--- config.mk ---
export PLATFORM = sky130hd
export DESIGN_NAME = ws2812_rx_flat
export DESIGN_NICKNAME = d
export VERILOG_FILES = /design/src/rtl/ws2812_pkg.sv /design/src/rtl/ws2812_rx_if.sv /design/src/rtl/ws2812_rx_sync.sv /design/src/rtl/ws2812_rx.sv /design/src/flat_wrapper.sv
export SDC_FILE = /design/constraint.sdc
export NUM_CORES = 1
export LEC_CHECK = 0
export ABC_AREA = 1
export CAP_MARGIN = 20
export CORE_AREA = 2 2 117 119
export DETAILED_ROUTE_END_ITERATION = 8
export DIE_AREA = 0 0 119 121
export PLACE_DENSITY = 0.67
export SYNTH_ARGS = -nofsm -noshare
export SYNTH_HDL_FRONTEND = slang
export SYNTH_SLANG_ARGS = --single-unit
--- constraint.sdc ---
create_clock -name i_Clock -period 1.46 [get_ports i_Clock]
set_input_delay 0.292 -clock i_Clock [delete_from_list [all_inputs] [get_ports i_Clock]]
set_output_delay 0.292 -clock i_Clock [all_outputs]
set_load 0.02 [all_outputs]
--- src/rtl/ws2812_pkg.sv ---
// Shared WS2812 timing defaults and receiver state encoding.
// Used by both the transmitter and the receiver.
package ws2812_pkg;

    localparam int T_MIN_HIGH  = 8;
    localparam int T_THRESH    = 64;
    localparam int T_MAX_HIGH  = 200;
    localparam int T_RESET_GAP = 5000;
    localparam int PIXEL_BITS  = 24;

    typedef enum logic [2:0] {
        RX_SYNC,
        RX_IDLE,
        RX_HIGH,
        RX_LOW,
        RX_ERROR
    } rx_state_t;

endpackage

--- src/rtl/ws2812_rx_if.sv ---
// Decoded pixel / frame output bundle of the WS2812 receiver.
// The receiver drives it through the master modport.
interface ws2812_rx_if #(
    parameter int PIX_W = 10
);
    logic [23:0]      o_Pixel;
    logic [PIX_W-1:0] o_Pixel_Index;
    logic             o_Valid;
    logic             o_Frame_Done;
    logic [PIX_W-1:0] o_Pixel_Count;
    logic             o_Error;
    logic             o_Busy;

    modport master (
        output o_Pixel, o_Pixel_Index, o_Valid, o_Frame_Done,
        output o_Pixel_Count, o_Error, o_Busy
    );

    modport slave (
        input o_Pixel, o_Pixel_Index, o_Valid, o_Frame_Done,
        input o_Pixel_Count, o_Error, o_Busy
    );
endinterface

--- src/rtl/ws2812_rx_sync.sv ---
// Two-flop synchronizer for the asynchronous data pin, plus one history
// register giving single-cycle rise/fall events.
module ws2812_rx_sync (
    input  logic i_Clock,
    input  logic i_Reset,
    input  logic i_Din,
    output logic level,
    output logic rise,
    output logic fall
);
    logic meta_q;
    logic sync_q;
    logic prev_q;

    always_ff @(posedge i_Clock) begin
        if (i_Reset) begin
            meta_q <= 1'b0;
            sync_q <= 1'b0;
            prev_q <= 1'b0;
        end else begin
            meta_q <= i_Din;
            sync_q <= meta_q;
            prev_q <= sync_q;
        end
    end

    assign level = sync_q;
    assign rise  = sync_q & ~prev_q;
    assign fall  = ~sync_q & prev_q;
endmodule

--- src/rtl/ws2812_rx.sv ---
// WS2812 single-wire receiver: classifies high-pulse widths into bits,
// assembles 24-bit GRB pixels and reports frame end on the latch gap.
module ws2812_rx #(
    parameter int T_MIN_HIGH  = ws2812_pkg::T_MIN_HIGH,
    parameter int T_THRESH    = ws2812_pkg::T_THRESH,
    parameter int T_MAX_HIGH  = ws2812_pkg::T_MAX_HIGH,
    parameter int T_RESET_GAP = ws2812_pkg::T_RESET_GAP,
    parameter int PIX_W       = 10
) (
    input  logic            i_Clock,
    input  logic            i_Reset,
    input  logic            i_Din,
    ws2812_rx_if.master     rx
);
    import ws2812_pkg::*;

    localparam int CW = $clog2(T_RESET_GAP + 1);
    localparam logic [CW-1:0]    C_MIN    = CW'(T_MIN_HIGH);
    localparam logic [CW-1:0]    C_THR    = CW'(T_THRESH);
    localparam logic [CW-1:0]    C_MAX    = CW'(T_MAX_HIGH);
    localparam logic [CW-1:0]    C_GAP    = CW'(T_RESET_GAP);
    localparam logic [4:0]       LAST_BIT = 5'(PIXEL_BITS - 1);
    localparam logic [PIX_W-1:0] IDX_MAX  = '1;

    logic            level;
    logic            rise;
    logic            fall;
    logic [CW-1:0]   cnt;
    logic            bit_val;
    rx_state_t       state;
    logic [4:0]      bit_cnt;
    logic [23:0]     shreg;
    logic [PIX_W-1:0] pix_idx;

    ws2812_rx_sync u_sync (
        .i_Clock (i_Clock),
        .i_Reset (i_Reset),
        .i_Din   (i_Din),
        .level   (level),
        .rise    (rise),
        .fall    (fall)
    );

    // Width of the current level in clocks since the last edge event.
    always_ff @(posedge i_Clock) begin
        if (i_Reset) begin
            cnt <= '0;
        end else if (rise || fall) begin
            cnt <= '0;
        end else if (cnt != C_GAP) begin
            cnt <= cnt + 1'b1;
        end
    end

    assign bit_val = (cnt >= C_THR);

    always_ff @(posedge i_Clock) begin
        if (i_Reset) begin
            state            <= RX_SYNC;
            bit_cnt          <= '0;
            shreg            <= '0;
            pix_idx          <= '0;
            rx.o_Pixel       <= '0;
            rx.o_Pixel_Index <= '0;
            rx.o_Pixel_Count <= '0;
            rx.o_Valid       <= 1'b0;
            rx.o_Frame_Done  <= 1'b0;
            rx.o_Error       <= 1'b0;
            rx.o_Busy        <= 1'b1;
        end else begin
            rx.o_Valid      <= 1'b0;
            rx.o_Frame_Done <= 1'b0;
            rx.o_Error      <= 1'b0;
            case (state)
                RX_SYNC: begin
                    if (!level && cnt == C_GAP) begin
                        state     <= RX_IDLE;
                        rx.o_Busy <= 1'b0;
                    end
                end
                RX_IDLE: begin
                    if (rise) begin
                        state     <= RX_HIGH;
                        rx.o_Busy <= 1'b1;
                    end
                end
                RX_HIGH: begin
                    // A fall landing exactly on T_MAX_HIGH is still stuck-high.
                    if (cnt >= C_MAX || (fall && cnt < C_MIN)) begin
                        state      <= RX_ERROR;
                        rx.o_Error <= 1'b1;
                        bit_cnt    <= '0;
                        pix_idx    <= '0;
                    end else if (fall) begin
                        state <= RX_LOW;
                        shreg <= {shreg[22:0], bit_val};
                        if (bit_cnt == LAST_BIT) begin
                            rx.o_Valid       <= 1'b1;
                            rx.o_Pixel       <= {shreg[22:0], bit_val};
                            rx.o_Pixel_Index <= pix_idx;
                            bit_cnt          <= '0;
                            if (pix_idx != IDX_MAX) begin
                                pix_idx <= pix_idx + 1'b1;
                            end
                        end else begin
                            bit_cnt <= bit_cnt + 1'b1;
                        end
                    end
                end
                RX_LOW: begin
                    if (rise) begin
                        state <= RX_HIGH;
                    end else if (cnt == C_GAP) begin
                        state            <= RX_IDLE;
                        rx.o_Busy        <= 1'b0;
                        rx.o_Frame_Done  <= 1'b1;
                        rx.o_Pixel_Count <= pix_idx;
                        rx.o_Error       <= (bit_cnt != '0);
                        bit_cnt          <= '0;
                        pix_idx          <= '0;
                    end
                end
                RX_ERROR: begin
                    state <= RX_SYNC;
                end
                default: begin
                    state <= RX_SYNC;
                end
            endcase
        end
    end
endmodule

--- src/flat_wrapper.sv ---
// flat-port wrapper written by rule: the top's interface ports become plain ports
module ws2812_rx_flat import ws2812_pkg::*;
#(
    parameter int T_MIN_HIGH  = ws2812_pkg::T_MIN_HIGH,
    parameter int T_THRESH    = ws2812_pkg::T_THRESH,
    parameter int T_MAX_HIGH  = ws2812_pkg::T_MAX_HIGH,
    parameter int T_RESET_GAP = ws2812_pkg::T_RESET_GAP,
    parameter int PIX_W       = 10
)
  (i_Clock, i_Reset, i_Din, rx_o_Pixel, rx_o_Pixel_Index, rx_o_Valid, rx_o_Frame_Done, rx_o_Pixel_Count, rx_o_Error, rx_o_Busy);
  ws2812_rx_if #(.PIX_W(PIX_W)) rx_i ();
  input  logic i_Clock;
  input  logic i_Reset;
  input  logic i_Din;
  output wire logic [$bits(rx_i.o_Pixel)-1:0] rx_o_Pixel;
  output wire logic [$bits(rx_i.o_Pixel_Index)-1:0] rx_o_Pixel_Index;
  output wire logic [$bits(rx_i.o_Valid)-1:0] rx_o_Valid;
  output wire logic [$bits(rx_i.o_Frame_Done)-1:0] rx_o_Frame_Done;
  output wire logic [$bits(rx_i.o_Pixel_Count)-1:0] rx_o_Pixel_Count;
  output wire logic [$bits(rx_i.o_Error)-1:0] rx_o_Error;
  output wire logic [$bits(rx_i.o_Busy)-1:0] rx_o_Busy;
  assign rx_o_Pixel = rx_i.o_Pixel;
  assign rx_o_Pixel_Index = rx_i.o_Pixel_Index;
  assign rx_o_Valid = rx_i.o_Valid;
  assign rx_o_Frame_Done = rx_i.o_Frame_Done;
  assign rx_o_Pixel_Count = rx_i.o_Pixel_Count;
  assign rx_o_Error = rx_i.o_Error;
  assign rx_o_Busy = rx_i.o_Busy;
  ws2812_rx #(.T_MIN_HIGH(T_MIN_HIGH), .T_THRESH(T_THRESH), .T_MAX_HIGH(T_MAX_HIGH), .T_RESET_GAP(T_RESET_GAP), .PIX_W(PIX_W)) u_core (.i_Clock(i_Clock), .i_Reset(i_Reset), .i_Din(i_Din), .rx(rx_i));
endmodule
== Word-level counts from Yosys, hierarchy flattened ==
Cells that the tools add are included.

* Flip-flop bits (word level): 105
* Input bits: 3
* Output and inout port bits: 48
* Logic and storage cells: 95

* Add/sub/neg operators: 3
* Magnitude comparators: 3
* Eq/ne operators: 15
* Muxes and demuxes: 31
* Bitwise logic cells: 9
* Reductions and logical operators: 19

{| class="wikitable"
|+ Operators with widths
! operator !! count
|-
| 2-to-1 mux 10 bit || 6
|-
| 2-to-1 mux 5 bit || 5
|-
| one-hot mux 10 bit (2 select lines) || 1
|-
| 2-to-1 mux 3 bit || 6
|-
| adder 13 x 1 -> 13 bit, second input constant || 1
|-
| equality test 13 bit, second input constant || 1
|-
| >= comparator 13 x 7 -> 1 bit, second input constant || 1
|-
| >= comparator 13 x 8 -> 1 bit, second input constant || 1
|-
| < comparator 13 x 4 -> 1 bit, second input constant || 1
|-
| != test 13 bit, second input constant || 1
|-
| != test 3 x 1 -> 1 bit, second input constant || 4
|-
| one-hot mux 3 bit (4 select lines) || 1
|-
| AND reduction 4 bit || 3
|-
| adder 10 x 1 -> 10 bit, second input constant || 1
|-
| != test 10 bit, second input constant || 1
|-
| one-hot mux 5 bit (2 select lines) || 1
|-
| 2-to-1 mux 1 bit || 9
|-
| NOT 1 bit || 7
|-
| equality test 3 x 2 -> 1 bit, second input constant || 2
|-
| != test 2 x 1 -> 1 bit, second input constant || 3
|-
| AND reduction 3 bit || 2
|-
| AND reduction 6 bit || 1
|-
| adder 5 x 1 -> 5 bit, second input constant || 1
|-
| equality test 5 bit, second input constant || 1
|-
| other kinds (16) || 19
|}

== Logic depth before layout (Yosys ltp) ==
Gate-level depths: netlist of run 1.

* Depth after elaboration: 6
* Depth in mapped cells: 13
* Gate-level depth less buffers: 12

== By module ==
A second synthesis of run 1 with hierarchy kept.

* Cells, all modules: 624
* Area, all modules: 4516.8 um^2

{| class="wikitable"
|+ Modules (own cells, without submodules)
! module !! instances !! cells each !! area an instance (um^2) !! sequential area each (um^2)
|-
| ws2812_rx || 1 || 612 || 4423.0 || 2042.0
|-
| ws2812_rx_sync || 1 || 12 || 93.8 || 60.1
|}

== Worst setup path before layout of run 1 ==
Ideal clock, no wire load.

* Kind: reg2reg
* Start: register u_core.bit_cnt[0]
* End: register u_core.rx.o_Pixel_Index[4]
* Library setup time: 0.135 ns
* Arrival: 1.461 ns
* Data required time: 1.325 ns
* Slack: -0.136 ns
* Stages on the path, launching flop included: 10
* Path buffers: 1
* Clock period less this slack: 1.596 ns
* Cells stage by stage: dfxtp_1 ha_1 nand3_1 nor2_1 inv_1 nor2_2 nand2_2 buf_4 nand2_1 a21oi_1

* Longest elaborated chain between the ends: 2

{| class="wikitable"
|+ RTL lines
! element !! line !! source
|-
| start: declaration || ws2812_rx.sv:31 || <nowiki>logic [4:0] bit_cnt;</nowiki>
|-
| start signal: assignment || ws2812_rx.sv:106 || <nowiki>bit_cnt <= bit_cnt + 1'b1;</nowiki>
|-
| equality test 5 bit || ws2812_rx.sv:97 || <nowiki>if (bit_cnt == LAST_BIT) begin</nowiki>
|-
| AND reduction 4 bit (no source line) || - ||
|-
| end signal: assignment || ws2812_rx.sv:100 || <nowiki>rx.o_Pixel_Index <= pix_idx;</nowiki>
|-
| end: declaration || ws2812_rx_if.sv:15 || <nowiki>output o_Pixel, o_Pixel_Index, o_Valid, o_Frame_Done,</nowiki>
|}

Every way passes these cells.
A chain may end at the register's enable or synchronous reset.

== Final worst setup path of run 1 ==
* Start: register u_core.cnt[7]
* End: register u_core.shreg[17]

* Longest elaborated chain between the ends: 5
* Elaborated cells on any way between the ends: 6
* Those cells by class: 2 x order compare; 1 x bitwise; 3 x reduce/logical

{| class="wikitable"
|+ RTL lines
! element !! line !! source
|-
| start: declaration || ws2812_rx.sv:28 || <nowiki>logic [CW-1:0] cnt;</nowiki>
|-
| start signal: assignment || ws2812_rx.sv:51 || <nowiki>cnt <= cnt + 1'b1;</nowiki>
|-
| < comparator 13 x 4 -> 1 bit || ws2812_rx.sv:89 || <nowiki>if (cnt >= C_MAX || (fall && cnt < C_MIN)) begin</nowiki>
|-
| logical AND 1 bit || ws2812_rx.sv:89 ||
|-
| logical OR 1 bit * || ws2812_rx.sv:89 ||
|-
| NOT 1 bit (no source line) * || - ||
|-
| AND reduction 3 bit (no source line) * || - ||
|-
| end signal: assignment || ws2812_rx.sv:96 || <nowiki>shreg <= {shreg[22:0], bit_val};</nowiki>
|-
| end: declaration || ws2812_rx.sv:32 || <nowiki>logic [23:0] shreg;</nowiki>
|}

Mark *: on every way between the ends. The rest lies on a longest branch, timed or not.

==> results of run 1 <==
==> cell type report <==
type                       count  area (µm²)  area share
timing repair buffer         171        1610       0.222
timing repair inverter         3        48.8     0.00672
clock inverter                 6        57.6     0.00793
multi-input combinational    439        2730       0.376
tap                          176         220      0.0303
clock buffer                  10         229      0.0315
sequential                   105        2130       0.294
inverter                      51         229      0.0315
==> state kept, by name, summed over array words and instances (netlist names) <==
register / flops
u_core.rx.o_Error: 1
u_core.u_sync.meta_q: 1
u_core.u_sync.level: 1
u_core.rx.o_Pixel_Count: 10
u_core.u_sync.prev_q: 1
u_core.rx.o_Valid: 1
u_core.shreg: 23
u_core.state: 3
u_core.rx.o_Pixel: 24
u_core.rx.o_Frame_Done: 1
u_core.cnt: 13
u_core.bit_cnt: 5
u_core.pix_idx: 10
u_core.rx.o_Pixel_Index: 10
u_core.rx.o_Busy: 1
==> through the flow <==
step	power, mW	setup slack, ns	area, µm²	TNS, ns
3_5_place_dp	4.90	-0.270	5980	-14.28
2_1_floorplan	4.25	-0.0910	4760	-3.68
6_report	7.86	-0.257	7260	-14.86
4_1_cts	7.59	-0.168	6900	-12.06
5_1_grt	8.24	-0.335	7260	-23.02
3_3_place_gp	4.85	-0.206	5980	-11.23
==> final timing paths <==
path | start | end | slack (ns) | depth (start not counted)
setup / recovery | u_core.cnt[7] | u_core.shreg[17] | -0.26 | 12
hold / removal | u_core.u_sync.meta_q | u_core.u_sync.level | 0.40 | 2
setup reg to reg | u_core.cnt[7] | u_core.shreg[17] | -0.26 | 12
hold reg to reg | u_core.u_sync.meta_q | u_core.u_sync.level | 0.40 | 2
==> layer usage <==
metal  routed length [µm]  global-route usage  vias to the layer above  share of wire
li1                     -                   -                     2354              -
met1                 5720               0.211                     2257           0.41
met2                 7220               0.339                      121           0.52
met3                  483              0.0352                       30          0.035
met4                  360              0.0737                        0          0.026
met5                    0                   0                        -              0
==> critical path, cell delays in order, from the launching register on <==
cell,delay [ns]
sky130_fd_sc_hd__dfxtp_4,0.38
sky130_fd_sc_hd__nand2_4,0.07
sky130_fd_sc_hd__inv_2,0.05
sky130_fd_sc_hd__nand2_4,0.07
sky130_fd_sc_hd__nand3_4,0.10
sky130_fd_sc_hd__nor2_8,0.10
sky130_fd_sc_hd__nand2_4,0.08
sky130_fd_sc_hd__nor2_8,0.20
sky130_fd_sc_hd__nand2_8,0.11
sky130_fd_sc_hd__buf_12,0.18
sky130_fd_sc_hd__clkinv_8,0.07
sky130_fd_sc_hd__nand2_1,0.08
sky130_fd_sc_hd__a21oi_2,0.15
==> cell families (layout without fill, tap and decap cells) <==
kind of cell               count (synthesis)  after routing  synth area share
adders and majority gates                  7              7            0.0188
AOI/OAI and AO/OA                        110            110             0.129
DFF                                      105            105             0.452
buffers and inverters                     80            241            0.0783
xor gates and xnor gates                   6              6            0.0113
and+or+nand+nor                          316            316             0.311
==> what timing repair did <==
| action | CTS | global route |
|---|---|---|
| setup endpoints to repair | 139 | 96 |
| buffers inserted | 24 | 9 |
| gates cloned | 7 | 1 |
| gates resized for setup | 158 | 78 |
| pin swaps | 19 | 27 |
==> placed cells by master (no fill, tap or decap), types with 15 or more instances in the layout <==
cell	netlist	routed
sky130_fd_sc_hd__nand2_1	144	125
sky130_fd_sc_hd__buf_4	7	90
sky130_fd_sc_hd__dfxtp_1	105	88
sky130_fd_sc_hd__a21oi_1	72	57
sky130_fd_sc_hd__nand3_1	61	48
sky130_fd_sc_hd__dlygate4sd2_1	0	48
sky130_fd_sc_hd__nor2_1	61	44
sky130_fd_sc_hd__inv_1	42	32
sky130_fd_sc_hd__a21oi_2	10	25
sky130_fd_sc_hd__nand2_2	14	24
sky130_fd_sc_hd__buf_6	3	16
sky130_fd_sc_hd__nor2_4	0	15
==> power by group through the flow <==
| stage | Clock (mW) | Sequential [mW] | Combinational, mW |
|---|---|---|---|
| global route | 2.53 | 3.15 | 2.55 |
| detailed placement | 0 | 3.17 | 1.73 |
| finish | 2.36 | 3.13 | 2.37 |
| floorplan | 0 | 3.21 | 1.04 |
| global placement | 0 | 3.16 | 1.69 |
| CTS | 2.40 | 3.13 | 2.06 |
==> impl_metrics.sql, run 1 <==
INSERT INTO impl_metrics (metric_group, metric, value, unit) VALUES
('power', 'power_frac_clock', '0.300', ''),
('floorplan', 'area_of_the_die', '14400', 'µm²'),
('setup_path', 'worst_setup_path_start_kind', 'flop', ''),
('finish', 'insertedDiodeCount', '0', ''),
('floorplan', 'fp.coreArea', '13100', 'µm²'),
('synth', 'synthFlopType', 'sky130_fd_sc_hd__dfxtp_1', ''),
('floorplan', 'die_y', '121', 'µm'),
('drt', 'routed_wire_length_per_instance', '14.3', 'µm'),
('global_route', 'grt_max_degree', '68', ''),
('synth', 'synth.cell_area', '4650', 'µm²'),
('global_route', 'first_global_vias', '4622', ''),
('place', 'port_buffers', '50', ''),
('power', 'leakage', '3.05', 'nW'),
('outcome', 'outcome', 'finished with violations', ''),
('drt', 'post_drt_via_cell_ratio', '4.96', ''),
('floorplan', 'die_width', '119', 'µm'),
('global_route', 'grt_antenna_before_repair', '0', ''),
('power', 'switchingPower', '2.60', 'mW'),
('timing', 'max_slew.worst_pin.slew', '0.373', 'ns'),
('synth', 'yosysTopAreaCell', 'sky130_fd_sc_hd__dfxtp_1', ''),
('place', 'gp_routability_congestion', '0.891', ''),
('power', 'switching_part_of_the_total', '0.331', ''),
('drt', 'routed-via-count', '4762', ''),
('setup_path', 'timing_worst_setup_path_type', 'reg -> reg', ''),
('synth', 'post-synth-top-area-fraction', '0.452', ''),
('drt', 'post-route-drc-count', '0', ''),
('finish', 'design.final.nets', '790', ''),
('synth', 'synthesis.instances', '624', ''),
('power', 'internal_power_summed_over_all_cells', '5.26', 'mW'),
('timing', 'slew_headroom', '0.751', ''),
('synth', 'yosys.cell_count.top_type', 'sky130_fd_sc_hd__nand2_1', ''),
('finish', 'instances_no_fill', '961', ''),
('timing', 'finalHoldViolCount', '0', ''),
('power', 'irDropWorstVdd', '762', 'µV'),
('synth', 'synth_fp_nets', '634', ''),
('drt', 'routed_wl', '13.8', 'mm'),
('synth', 'seq_area_frac_synth', '0.452', ''),
('outcome', 'violations', 'setup timing', ''),
('run', 'cap_violations', '0', ''),
('clock_network', 'sink_count', '105', ''),
('clock_network', 'tritoncts', 'done', ''),
('global_route', 'global_route_wire_length_before_repair', '21.7', 'mm'),
('clock_network', 'cts_inserted_buffers', '9', ''),
('timing', 'fmax', '582', 'MHz'),
('synth', 'synth.yosys.warnings', '0', ''),
('place', 'detailed_place_hpwl', '8.19', 'mm'),
('synth', 'synth_commonest_cells', '144 x sky130_fd_sc_hd__nand2_1, 105 x sky130_fd_sc_hd__dfxtp_1, 72 x sky130_fd_sc_hd__a21oi_1', ''),
('synth', 'synthesized_flop_and_latch_total', '105', ''),
('synth', 'share_of_flip_flops_with_an_asynchronous_set_or_reset_after_synthesis', '0', ''),
('global_route', 'grt.total_usage', '0.185', ''),
('timing', 'postLayoutSetupSlackWorst', '-0.257', 'ns'),
('timing', 'final-max-slew-violation-count', '0', ''),
('drt', 'drt_iter0_drc', '396', ''),
('clock_network', 'clock_insertion_delay_worst_skew', '0.35', 'ns'),
('clock_network', 'postCtsHoldBufs', '0', ''),
('synth', 'synth_cell_type_count', '34', ''),
('timing', 'setup_viol', '92', ''),
('timing', 'timing.final.crit_period', '1.72', 'ns'),
('finish', 'layout.filler_cells', '1129', ''),
('synth', 'synthesis.area_per_instance', '7.45', 'µm²'),
('floorplan', 'top_level_ports', '51', ''),
('place', 'cell_count_post_placement', '906', ''),
('clock_network', 'ctsHtreeMaxLevel', '3', ''),
('floorplan', 'row_count', '42', ''),
('drt', 'route.antenna.remaining_nets', '0', ''),
('finish', 'drive_above_1_share', '0.392', ''),
('timing', 'period_share', '1.18', ''),
('floorplan', 'start_util', '0.355', ''),
('clock_network', 'root_buffer', 'sky130_fd_sc_hd__clkbuf_16', ''),
('clock_network', 'reg_clk_slew_reported_paths', '0.08', 'ns'),
('setup_path', 'cp-end-kind', 'flop', '');
Note: power is estimated with default switching activity, not from simulation.
==> run 2, diff against run 1 <==
==> constraint.sdc (replaced) <==
create_clock -name i_Clock -period 1.46 [get_ports i_Clock]
set_input_delay 0.438 -clock i_Clock [delete_from_list [all_inputs] [get_ports i_Clock]]
set_output_delay 0.438 -clock i_Clock [all_outputs]
set_load 0.02 [all_outputs]
==> impl_metrics.sql, run 2 (same netlist as run 1, synthesis figures left out) <==
INSERT INTO impl_metrics (metric_group, metric, value, unit) VALUES
('setup_path', 'path_max_fanout', '3', ''),
('outcome', 'outcome', 'finished with violations', ''),
('clock_network', 'clock_insertion_delay_worst_skew', '0.35', 'ns'),
('place', 'detailed_place_hpwl', '8.19', 'mm'),
('timing', 'unrepaired_setup_endpoints_after_global_routing', 'yes', ''),
('hold_path', 'holdPathStages', '2', ''),
('clock_network', 'reg_clk_slew_reported_paths', '0.07', 'ns'),
('timing', 'final-max-slew-violation-count', '0', ''),
('drt', 'routed_wire_length_per_instance', '14.2', 'µm'),
('timing', 'finalHoldViolCount', '0', ''),
('outcome', 'violations', 'setup timing', ''),
('finish', 'multi_input_area', '2800', 'µm²'),
('drt', 'post-route-drc-count', '0', ''),
('timing', 'postLayoutSetupSlackWorst', '-0.252', 'ns'),
('global_route', 'grt_max_degree', '68', ''),
('drt', 'routed-via-count', '4726', ''),
('power', 'irDropWorstVdd', '779', 'µV'),
('clock_network', 'ctsHtreeMaxLevel', '3', ''),
('setup_path', 'path_cells', 'inv_4 -> ha_4 -> nand2_4 -> nor2_4 -> nand3_4 -> buf_6 -> buf_6 -> o21ai_4 -> nand2_2 -> nor2_4 -> nand2_1 -> a21oi_1', ''),
('drt', 'route.antenna.remaining_nets', '0', ''),
('global_route', 'global_route_wire_length_before_repair', '20.1', 'mm'),
('setup_path', 'cp_data_arrival_time', '1.99', 'ns'),
('finish', 'area_growth', '55.5', '%'),
('timing', 'period_share', '1.17', ''),
('timing', 'setup-tns-final', '-15.25', 'ns'),
('floorplan', 'start_util', '0.355', ''),
('place', 'port_buffers', '50', ''),
('finish', 'design.final.nets', '785', ''),
('finish', 'insertedDiodeCount', '0', ''),
('clock_network', 'clock_tree.buffer_depth', '2', ''),
('power', 'power_per_standard_cell_area', '1100', 'nW/µm²'),
('setup_path', 'timing_worst_setup_path_type', 'reg -> reg', ''),
('finish', 'drive_above_1_share', '0.464', ''),
('floorplan', 'die_y', '121', 'µm'),
('finish', 'layout.filler_cells', '1123', ''),
('clock_network', 'cts_inserted_buffers', '9', ''),
('floorplan', 'die_width', '119', 'µm'),
('setup_path', 'timing.rr.end', 'u_core.state[0]', ''),
('floorplan', 'top_level_ports', '51', ''),
('timing', 'final.setup_skew', '0.0169', 'ns'),
('setup_path', 'max_stage_delay', '0.37', 'ns'),
('drt', 'drt_iter0_drc', '362', ''),
('finish', 'layout_top_registers', 'u_core.rx.o_Pixel x24, u_core.shreg x23, u_core.cnt x13', ''),
('finish', 'instances_no_fill', '956', ''),
('hold_path', 'hold_end', 'u_core.u_sync.level', ''),
('finish', 'commonest_cells_after_routing_fill_and_taps_aside', '111 x sky130_fd_sc_hd__nand2_1, 89 x sky130_fd_sc_hd__dfxtp_1, 81 x sky130_fd_sc_hd__buf_4, 50 x sky130_fd_sc_hd__a21oi_1, 45 x sky130_fd_sc_hd__nand3_1', ''),
('drt', 'post_drt_via_cell_ratio', '4.94', ''),
('setup_path', 'reg2regPathDepth', '12', ''),
('drt', 'drt_pass1_iterations', '4', ''),
('setup_path', 'crit_path_top_delay_cell', 'sky130_fd_sc_hd__dfxtp_4', ''),
('clock_network', 'sink_count', '105', ''),
('place', 'cell_count_post_placement', '906', ''),
('setup_path', 'cp-end-kind', 'flop', ''),
('hold_path', 'min_path_type', 'reg -> reg', ''),
('timing', 'max_slew.worst_pin.slew', '0.468', 'ns'),
('timing', 'slew_headroom', '0.686', ''),
('clock_network', 'postCtsHoldBufs', '0', ''),
('power', 'leakage', '2.83', 'nW'),
('global_route', 'grt.total_usage', '0.170', ''),
('drt', 'routed_wl', '13.6', 'mm'),
('global_route', 'grt_antenna_before_repair', '0', ''),
('setup_path', 'worst_setup_path_start_kind', 'flop', ''),
('hold_path', 'hold_path_startpoint', 'u_core.u_sync.meta_q', ''),
('finish', 'seqCellArea', '2130', 'µm²'),
('global_route', 'globalRoute.totalOverflow', '0', ''),
('setup_path', 'worst_reg2reg_path_startpoint', 'u_core.cnt[0]', ''),
('run', 'cap_violations', '0', ''),
('floorplan', 'row_count', '42', ''),
('setup_path', 'timing.critical_path.from', 'u_core.cnt[0]', ''),
('finish', 'max_flop_register', 'u_core.rx.o_Pixel', ''),
('finish', 'largest_register_ffs', '24', ''),
('place', 'post-place-ws', '-0.270', 'ns'),
('clock_network', 'tritoncts', 'done', ''),
('floorplan', 'fp.coreArea', '13100', 'µm²'),
('floorplan', 'area_of_the_die', '14400', 'µm²'),
('timing', 'setup_viol', '89', ''),
('timing', 'timing.final.crit_period', '1.71', 'ns'),
('setup_path', 'worst_ep_required_time', '1.73', 'ns'),
('place', 'gp_routability_congestion', '0.891', ''),
('global_route', 'first_global_vias', '4366', ''),
('setup_path', 'r2r_setup_slack', '-0.25', 'ns'),
('clock_network', 'root_buffer', 'sky130_fd_sc_hd__clkbuf_16', ''),
('timing', 'fmax', '584', 'MHz'),
('finish', 'final_common_cell', 'sky130_fd_sc_hd__nand2_1', '');
==> run 2: worst max path at each step <==
stage | end | slack, ns | cells past startpoint
2_1_floorplan | u_core.pix_idx[2] | -0.09 | 13
3_5_place_dp | u_core.state[0] | -0.27 | 11
5_1_grt | u_core.shreg[19] | -0.33 | 11
6_report | u_core.state[0] | -0.25 | 12
3_3_place_gp | u_core.rx.o_Pixel_Count[8] | -0.21 | 8
4_1_cts | u_core.state[0] | -0.19 | 12
==> run 2: report_power, final <==
| group | leakage [nW] | switching (mW) | internal [mW] |
|---|---|---|---|
| logic | 1.84 | 1.36 | 1.14 |
| registers | 0.856 | 0.103 | 3.01 |
| clock network | 0.133 | 1.17 | 1.19 |
| total | 2.83 | 2.63 | 5.35 |
==> run 2: cell type report <==
cell class,instances,share of cell area
Clock inverter,6,0.00796
Timing Repair Buffer,168,0.215
Tap cell,176,0.0305
Clock buffer,10,0.0317
Timing Repair inverter,1,0.00104
Multi-Input combinational cell,439,0.388
Inverter,51,0.0311
Sequential cell,105,0.295
==> run 2: worst max-delay path, delay by kind of cell (launching register included) <==
family,cells,cell delay [ns]
compound gates,2,0.30
flops,1,0.37
fa+ha+maj,1,0.12
buf+inv,3,0.32
simple gates,6,0.53
==> run 2: repair_timing <==
action,in CTS,in global routing
pin swaps,16,49
setup endpoints to repair,139,127
cloned,3,7
setup buffers,14,15
resized for setup,168,181
==> run 2: stage by stage <==
stage	util	area [µm²]	hold slack (ns)	total power, mW
6_report	0.553	7230	0.400	7.98
5_1_grt	0.553	7230	0.407	8.36
4_1_cts	0.509	6660	0.404	7.48
3_5_place_dp	0.457	5980	0.401	4.90
3_3_place_gp	0.457	5980	0.393	4.85
2_1_floorplan	-	4760	0.388	4.25
==> run 2: per-layer routing <==
| metal | wire length, µm | vias to the layer above | track usage |
|---|---|---|---|
| met5 | 0 | - | 0 |
| met4 | 289 | 0 | 0.0707 |
| met3 | 500 | 24 | 0.0282 |
| met2 | 7270 | 101 | 0.311 |
| met1 | 5510 | 2263 | 0.195 |
| li1 | - | 2338 | - |
